===== src/rtl/iter_divider_pkg.sv =====
// Shared definitions for the sail-core RV32M divide/remainder unit.
// Holds the op encoding, the FSM state encoding and the fixed constants.
package iter_divider_pkg;

  // op[1] selects remainder, op[0] selects unsigned
  localparam logic [1:0] OP_DIV  = 2'b00;
  localparam logic [1:0] OP_DIVU = 2'b01;
  localparam logic [1:0] OP_REM  = 2'b10;
  localparam logic [1:0] OP_REMU = 2'b11;

  localparam int          ITER_COUNT = 32;
  localparam logic [31:0] INT_MIN    = 32'h8000_0000;
  localparam logic [31:0] ALL_ONES   = 32'hFFFF_FFFF;

  typedef enum logic [2:0] {
    ST_IDLE    = 3'd0,
    ST_SETUP   = 3'd1,
    ST_ITER    = 3'd2,
    ST_FIX     = 3'd3,
    ST_SPECIAL = 3'd4
  } div_state_e;

  // Magnitude of a two's complement value when the op is signed.
  function automatic logic [31:0] abs_if_signed(input logic is_signed, input logic [31:0] v);
    return (is_signed && v[31]) ? (~v + 32'd1) : v;
  endfunction

endpackage


===== src/rtl/iter_divider.sv =====
// Multi-cycle restoring divider for DIV/DIVU/REM/REMU, one quotient bit per cycle.
// Latency: 34 cycles from the accepting edge to done (1 cycle for div-by-zero / overflow).
// Backpressure: start is taken only while busy=0; kill or rst abort with no done pulse.
module iter_divider
  import iter_divider_pkg::*;
#(
  parameter int WIDTH = 32
) (
  input  logic             clk,
  input  logic             rst,
  input  logic             start,
  input  logic             kill,
  input  logic [1:0]       op,
  input  logic [WIDTH-1:0] dividend,
  input  logic [WIDTH-1:0] divisor,
  output logic             busy,
  output logic             done,
  output logic [WIDTH-1:0] result,
  output logic [WIDTH-1:0] sub_in1,
  output logic [WIDTH-1:0] sub_in2,
  input  logic [WIDTH-1:0] sub_diff,
  input  logic             sub_carry
);

  div_state_e       state_q;
  logic [1:0]       op_q;
  logic [WIDTH-1:0] dvd_q;     // dividend, shifted out MSB-first; quotient bits shift in
  logic [WIDTH-1:0] dvs_q;     // divisor magnitude after SETUP
  logic [WIDTH-1:0] rem_q;     // partial remainder R
  logic [4:0]       cnt_q;
  logic             qneg_q;
  logic             rneg_q;
  logic             div0_q;
  logic             busy_q;
  logic             done_q;
  logic [WIDTH-1:0] result_q;

  logic [WIDTH-1:0] shift_d;
  logic             take_d;
  logic [WIDTH-1:0] rem_d;
  logic [WIDTH-1:0] dvd_d;
  logic [WIDTH-1:0] fix_d;
  logic [WIDTH-1:0] special_d;
  logic             in_div0;
  logic             in_ovf;

  // Trial-subtract step, sign fix-up and special-case result selection
  always_comb begin
    shift_d = {rem_q[WIDTH-2:0], dvd_q[WIDTH-1]};
    // A set bit-out means the true shifted value is >= 2^32 and always exceeds the divisor
    take_d  = rem_q[WIDTH-1] | sub_carry;
    rem_d   = take_d ? sub_diff : shift_d;
    dvd_d   = {dvd_q[WIDTH-2:0], take_d};
    fix_d   = dvd_q;
    if (op_q[1]) begin
      fix_d = rneg_q ? (~rem_q + 32'd1) : rem_q;
    end else if (qneg_q) begin
      fix_d = ~dvd_q + 32'd1;
    end
    special_d = '0;
    if (div0_q) begin
      special_d = op_q[1] ? dvd_q : ALL_ONES;
    end else if (!op_q[1]) begin
      special_d = INT_MIN;
    end
    in_div0 = (divisor == '0);
    in_ovf  = !op[0] && (dividend == INT_MIN) && (divisor == ALL_ONES);
  end

  assign sub_in1 = (state_q == ST_ITER) ? shift_d : '0;
  assign sub_in2 = (state_q == ST_ITER) ? dvs_q   : '0;
  assign busy    = busy_q;
  assign done    = done_q;
  assign result  = result_q;

  // Control FSM with registered busy/done/result; kill aborts without touching result
  always_ff @(posedge clk) begin
    if (rst) begin
      state_q  <= ST_IDLE;
      op_q     <= '0;
      dvd_q    <= '0;
      dvs_q    <= '0;
      rem_q    <= '0;
      cnt_q    <= '0;
      qneg_q   <= 1'b0;
      rneg_q   <= 1'b0;
      div0_q   <= 1'b0;
      busy_q   <= 1'b0;
      done_q   <= 1'b0;
      result_q <= '0;
    end else if (kill) begin
      state_q <= ST_IDLE;
      busy_q  <= 1'b0;
      done_q  <= 1'b0;
    end else begin
      done_q <= 1'b0;
      unique case (state_q)
        ST_IDLE: begin
          if (start) begin
            op_q    <= op;
            dvd_q   <= dividend;
            dvs_q   <= divisor;
            div0_q  <= in_div0;
            busy_q  <= 1'b1;
            state_q <= (in_div0 || in_ovf) ? ST_SPECIAL : ST_SETUP;
          end
        end
        ST_SETUP: begin
          dvd_q   <= abs_if_signed(!op_q[0], dvd_q);
          dvs_q   <= abs_if_signed(!op_q[0], dvs_q);
          qneg_q  <= !op_q[0] && (dvd_q[WIDTH-1] ^ dvs_q[WIDTH-1]);
          rneg_q  <= !op_q[0] && dvd_q[WIDTH-1];
          rem_q   <= '0;
          cnt_q   <= '0;
          state_q <= ST_ITER;
        end
        ST_ITER: begin
          rem_q <= rem_d;
          dvd_q <= dvd_d;
          cnt_q <= cnt_q + 5'd1;
          if (cnt_q == 5'(ITER_COUNT - 1)) begin
            state_q <= ST_FIX;
          end
        end
        ST_FIX: begin
          result_q <= fix_d;
          done_q   <= 1'b1;
          busy_q   <= 1'b0;
          state_q  <= ST_IDLE;
        end
        ST_SPECIAL: begin
          result_q <= special_d;
          done_q   <= 1'b1;
          busy_q   <= 1'b0;
          state_q  <= ST_IDLE;
        end
        default: begin
          busy_q  <= 1'b0;
          state_q <= ST_IDLE;
        end
      endcase
    end
  end

endmodule


===== config.mk =====
export PLATFORM = sky130hd
export DESIGN_NAME = iter_divider
export DESIGN_NICKNAME = d
export VERILOG_FILES = /design/src/rtl/iter_divider_pkg.sv /design/src/rtl/iter_divider.sv
export SDC_FILE = /design/constraint.sdc
export NUM_CORES = 1
export LEC_CHECK = 0
export BUFFER_PORTS_ARGS = -buffer_cell sky130_fd_sc_hd__buf_4
export CAP_MARGIN = 20
export CORE_MARGIN = 2
export CORE_UTILIZATION = 29
export CTS_CLUSTER_DIAMETER = 120
export DETAILED_ROUTE_END_ITERATION = 16
export PLACE_DENSITY_LB_ADDON = 0.2
export SLEW_MARGIN = 10
export SYNTH_ARGS = -nofsm -noshare
export SYNTH_HDL_FRONTEND = slang
export SYNTH_SLANG_ARGS = --single-unit

===== constraint.sdc =====
create_clock -name clk -period 2.29 [get_ports clk]
set_clock_uncertainty 0.1 [all_clocks]
set_input_delay 0.458 -clock clk [delete_from_list [all_inputs] [get_ports clk]]
set_output_delay 0.458 -clock clk [all_outputs]
set_load 0.01 [all_outputs]

==> run summary <==
Outcome = finished with violations
Failing checks = setup timing
Worst-path clk slew = 0.06 ns
Slew HR = 50.1%
Final worst slack = -0.170 ns
DRT iter0 DRCs = 1,132
Area after DPL = 13,400 sq um
CP max stage cell = o41a_1
CP Class = flip-flop to flip-flop
Pre-CTS setup slack = -0.232 ns
Synth Cell Area = 9970 sq um
Synth area leaders = dfxtp_1, nor2_1, clkbuf_1, o21ai_0, a21oi_1
Dpl hpwl = 32,000 um
Tot Pwr = 7.75 mW
Simple-gate share of the synthesized area = 27.5%
Setup TNS Final = -2.56 ns
Clk_lat worst skew = 0.44 ns
Core area = 33,700 sq um
Final Cell Area = 15,300 sq um
Final non-filler cell total = 2,124
Post-Synthesis Cells = 1,341
Fin. Hold Viols = 0
PortBufs = 200
CTS sink count = 143
Sw Share = 31.7%
Most frequent cell after synthesis = nor2_1
Crit-path cells = inv_2 -> ha_4 -> nor4b_4 -> buf_4 -> nand4_1 -> buf_6 -> o41a_1 -> xor2_2 -> a32oi_1 -> o21ai_1
Die height = 189 um
CTS root buffer = clkbuf_16
Max FO, Critical Path = 7
Synth Area in Compound Gates = 27.5%
Delay-heaviest family, CP = compound AO/OA/AOI/OAI gates
Synth warn = 0
Final core utilization = 45.4%
Critical path's largest stage delay = 0.41 ns
Tot GR Track Use = 24.3%
Routability cong. = 0.871
Syn_nets = 1,449
Seq pwr share = 34.2%
CTS tree = built
Worst slew pin tran = 0.743 ns
Cells after DPL = 2,059
Clock Tree Buf Depth = 2
Startpoint Class = flip-flop
EDFF count, synth = 0
Worst EP required = 2.51 ns
Antenna Violating Nets Remaining = 0
Peak VDD IR = 0.590 mV
Distinct cells, synth = 72
Switching Power = 2.46 mW
Vias = 12,200
Synth async-reset ratio = 0%
Crit path capture type = flip-flop
Max-cap violations = 0
Area share of the largest cell type after synthesis = 28.7%
Post-Synth Adder-Cell Area = 0.627%
Clock Power Share = 37.8%
Worst Path Arrival = 2.68 ns
Most instantiated cells after synthesis = nor2_1, dfxtp_1, clkbuf_1
Final setup viols = 61
Pint = 5.29 mW
Static leakage = 6.40 nW
Synth Area in XOR/XNOR = 6.24%
# rows = 67
H-tree depth = 4
HP Class = input port to flip-flop
Die width = 189 um
Largest net degree at the start of global routing = 55
Gr ovfl total = 0
Share of layout cells above drive strength 1 = 38.6%
Starting Density = 29.6%
Initial antenna violation count = 1
Fin. max-slew vios = 0
Io pins = 201
Number of nets in the layout = 1,771
DR WL/cell = 21.3 um
Vias in the first global route = 11,300
Total Die Area = 35,900 sq um
Fin crit share = 107%
Avg Inst Size Synth = 7.44 sq um
Largest family of logic cells by synthesized area = compound AO/OA/AOI/OAI gates
R2R Setup Slk = -0.17 ns
Num CTS Buffers = 17
RSZ-0062 raised after global routing = yes
PD cells = 507 nW/um^2
Via density = 5.75
First-pass GRT wire length = 67,700 um
Register bit total from synthesis = 143
Tightest hold margin = 0.189 ns
Seq/Total Area, Yosys = 28.7%
Achievable Freq = 407 MHz
Total Routed Length = 45,300 um
Initial DRT Pass Iterations = 7
Synth Flop Type = dfxtp_1
Crit path time final = 2.46 ns
Buffers plus inverters on the worst setup path = 3
Biggest area consumer among synthesized cells = dfxtp_1
Mux contribution to synthesized area = 3.74%
Area grow syn2layout = 53.3%
Comb pwr share = 27.9%
Post-route DRC = 0
## path summary, 6_finish.rpt
path	cells past startpoint	endpoint	start
worst min register to register	2	rneg_q	rneg_q
worst max register to register	10	result[18]	dvd_q[1]
worst max-delay path	10	result[18]	dvd_q[1]
worst min-delay path	3	op_q[0]	op[0]
## tightest hold or removal path: cells and delay by family
kind,cells,cell delay (ns)
AOI/OAI and AO/OA,1,0.05
buffers and inverters,1,0.12
and+or+nand+nor,1,0.05
## power groups by stage
stage	logic, mW	registers [mW]	clock network, mW
6_report	2.16	2.65	2.93
5_1_grt	2.32	2.66	3.07
4_1_cts	1.98	2.64	2.97
3_5_place_dp	1.88	2.70	0
3_3_place_gp	1.88	2.70	0
2_1_floorplan	1.00	2.68	0
## cell families (layout without fill, tap and decap cells)
group                      Yosys count  after routing
and+or+nand+nor                    526            526
AOI/OAI and AO/OA                  412            412
buffers and inverters              147            481
DFF                                143            143
xor gates and xnor gates            71             71
muxes                               37             37
adders and majority gates            5              5
other                                0              1
## layout make-up
class                      instances  area [sq um]
antenna                            1          2.50
clock buffer                      20           447
clock inverter                    11           140
fill                            3387         18400
inverter                          13          48.8
multi-input combinational       1051          7310
sequential                       143          2880
tap                              448           561
timing repair buffer             437          3900
## sequential cells by signal, summed over array words and instances, names as in the netlist
register / count
dvd_q: 32
dvs_q: 32
rem_q: 32
result: 32
cnt_q: 5
state_q: 3
op_q: 2
busy: 1
div0_q: 1
done: 1
qneg_q: 1
rneg_q: 1
## cell usage in the layout, fill, tap and decap left out, types with 52 or more instances in the layout
cell / synthesis / routed
nand2_1: 71 / 69
o21ai_0: 94 / 85
dfxtp_1: 143 / 134
buf_4: 1 / 344
buf_6: 1 / 67
and2_4: 0 / 60
nor3_1: 72 / 68
a21oi_1: 93 / 90
a22oi_1: 52 / 52
nor2_1: 144 / 137
## repair_timing
action                                 4_1_cts  5_1_grt
gates cloned                                 6        1
endpoints found under the hold margin        0        0
setup buffers                               15       12
hold buffers                                 0        0
setup endpoints to repair                   78      119
gates resized for setup                     97      144
pin swaps                                   39       55
## routing by layer
metal  track usage (%)  vias to the layer above  routed length, um
li1                  -                     5640                  -
met5                 0                        -                  0
met1              32.4                     5977              19300
met4              7.57                        0               1140
met2              39.5                      516              21700
met3              4.60                       80               3180
Note: power is estimated with default switching activity, not from simulation.
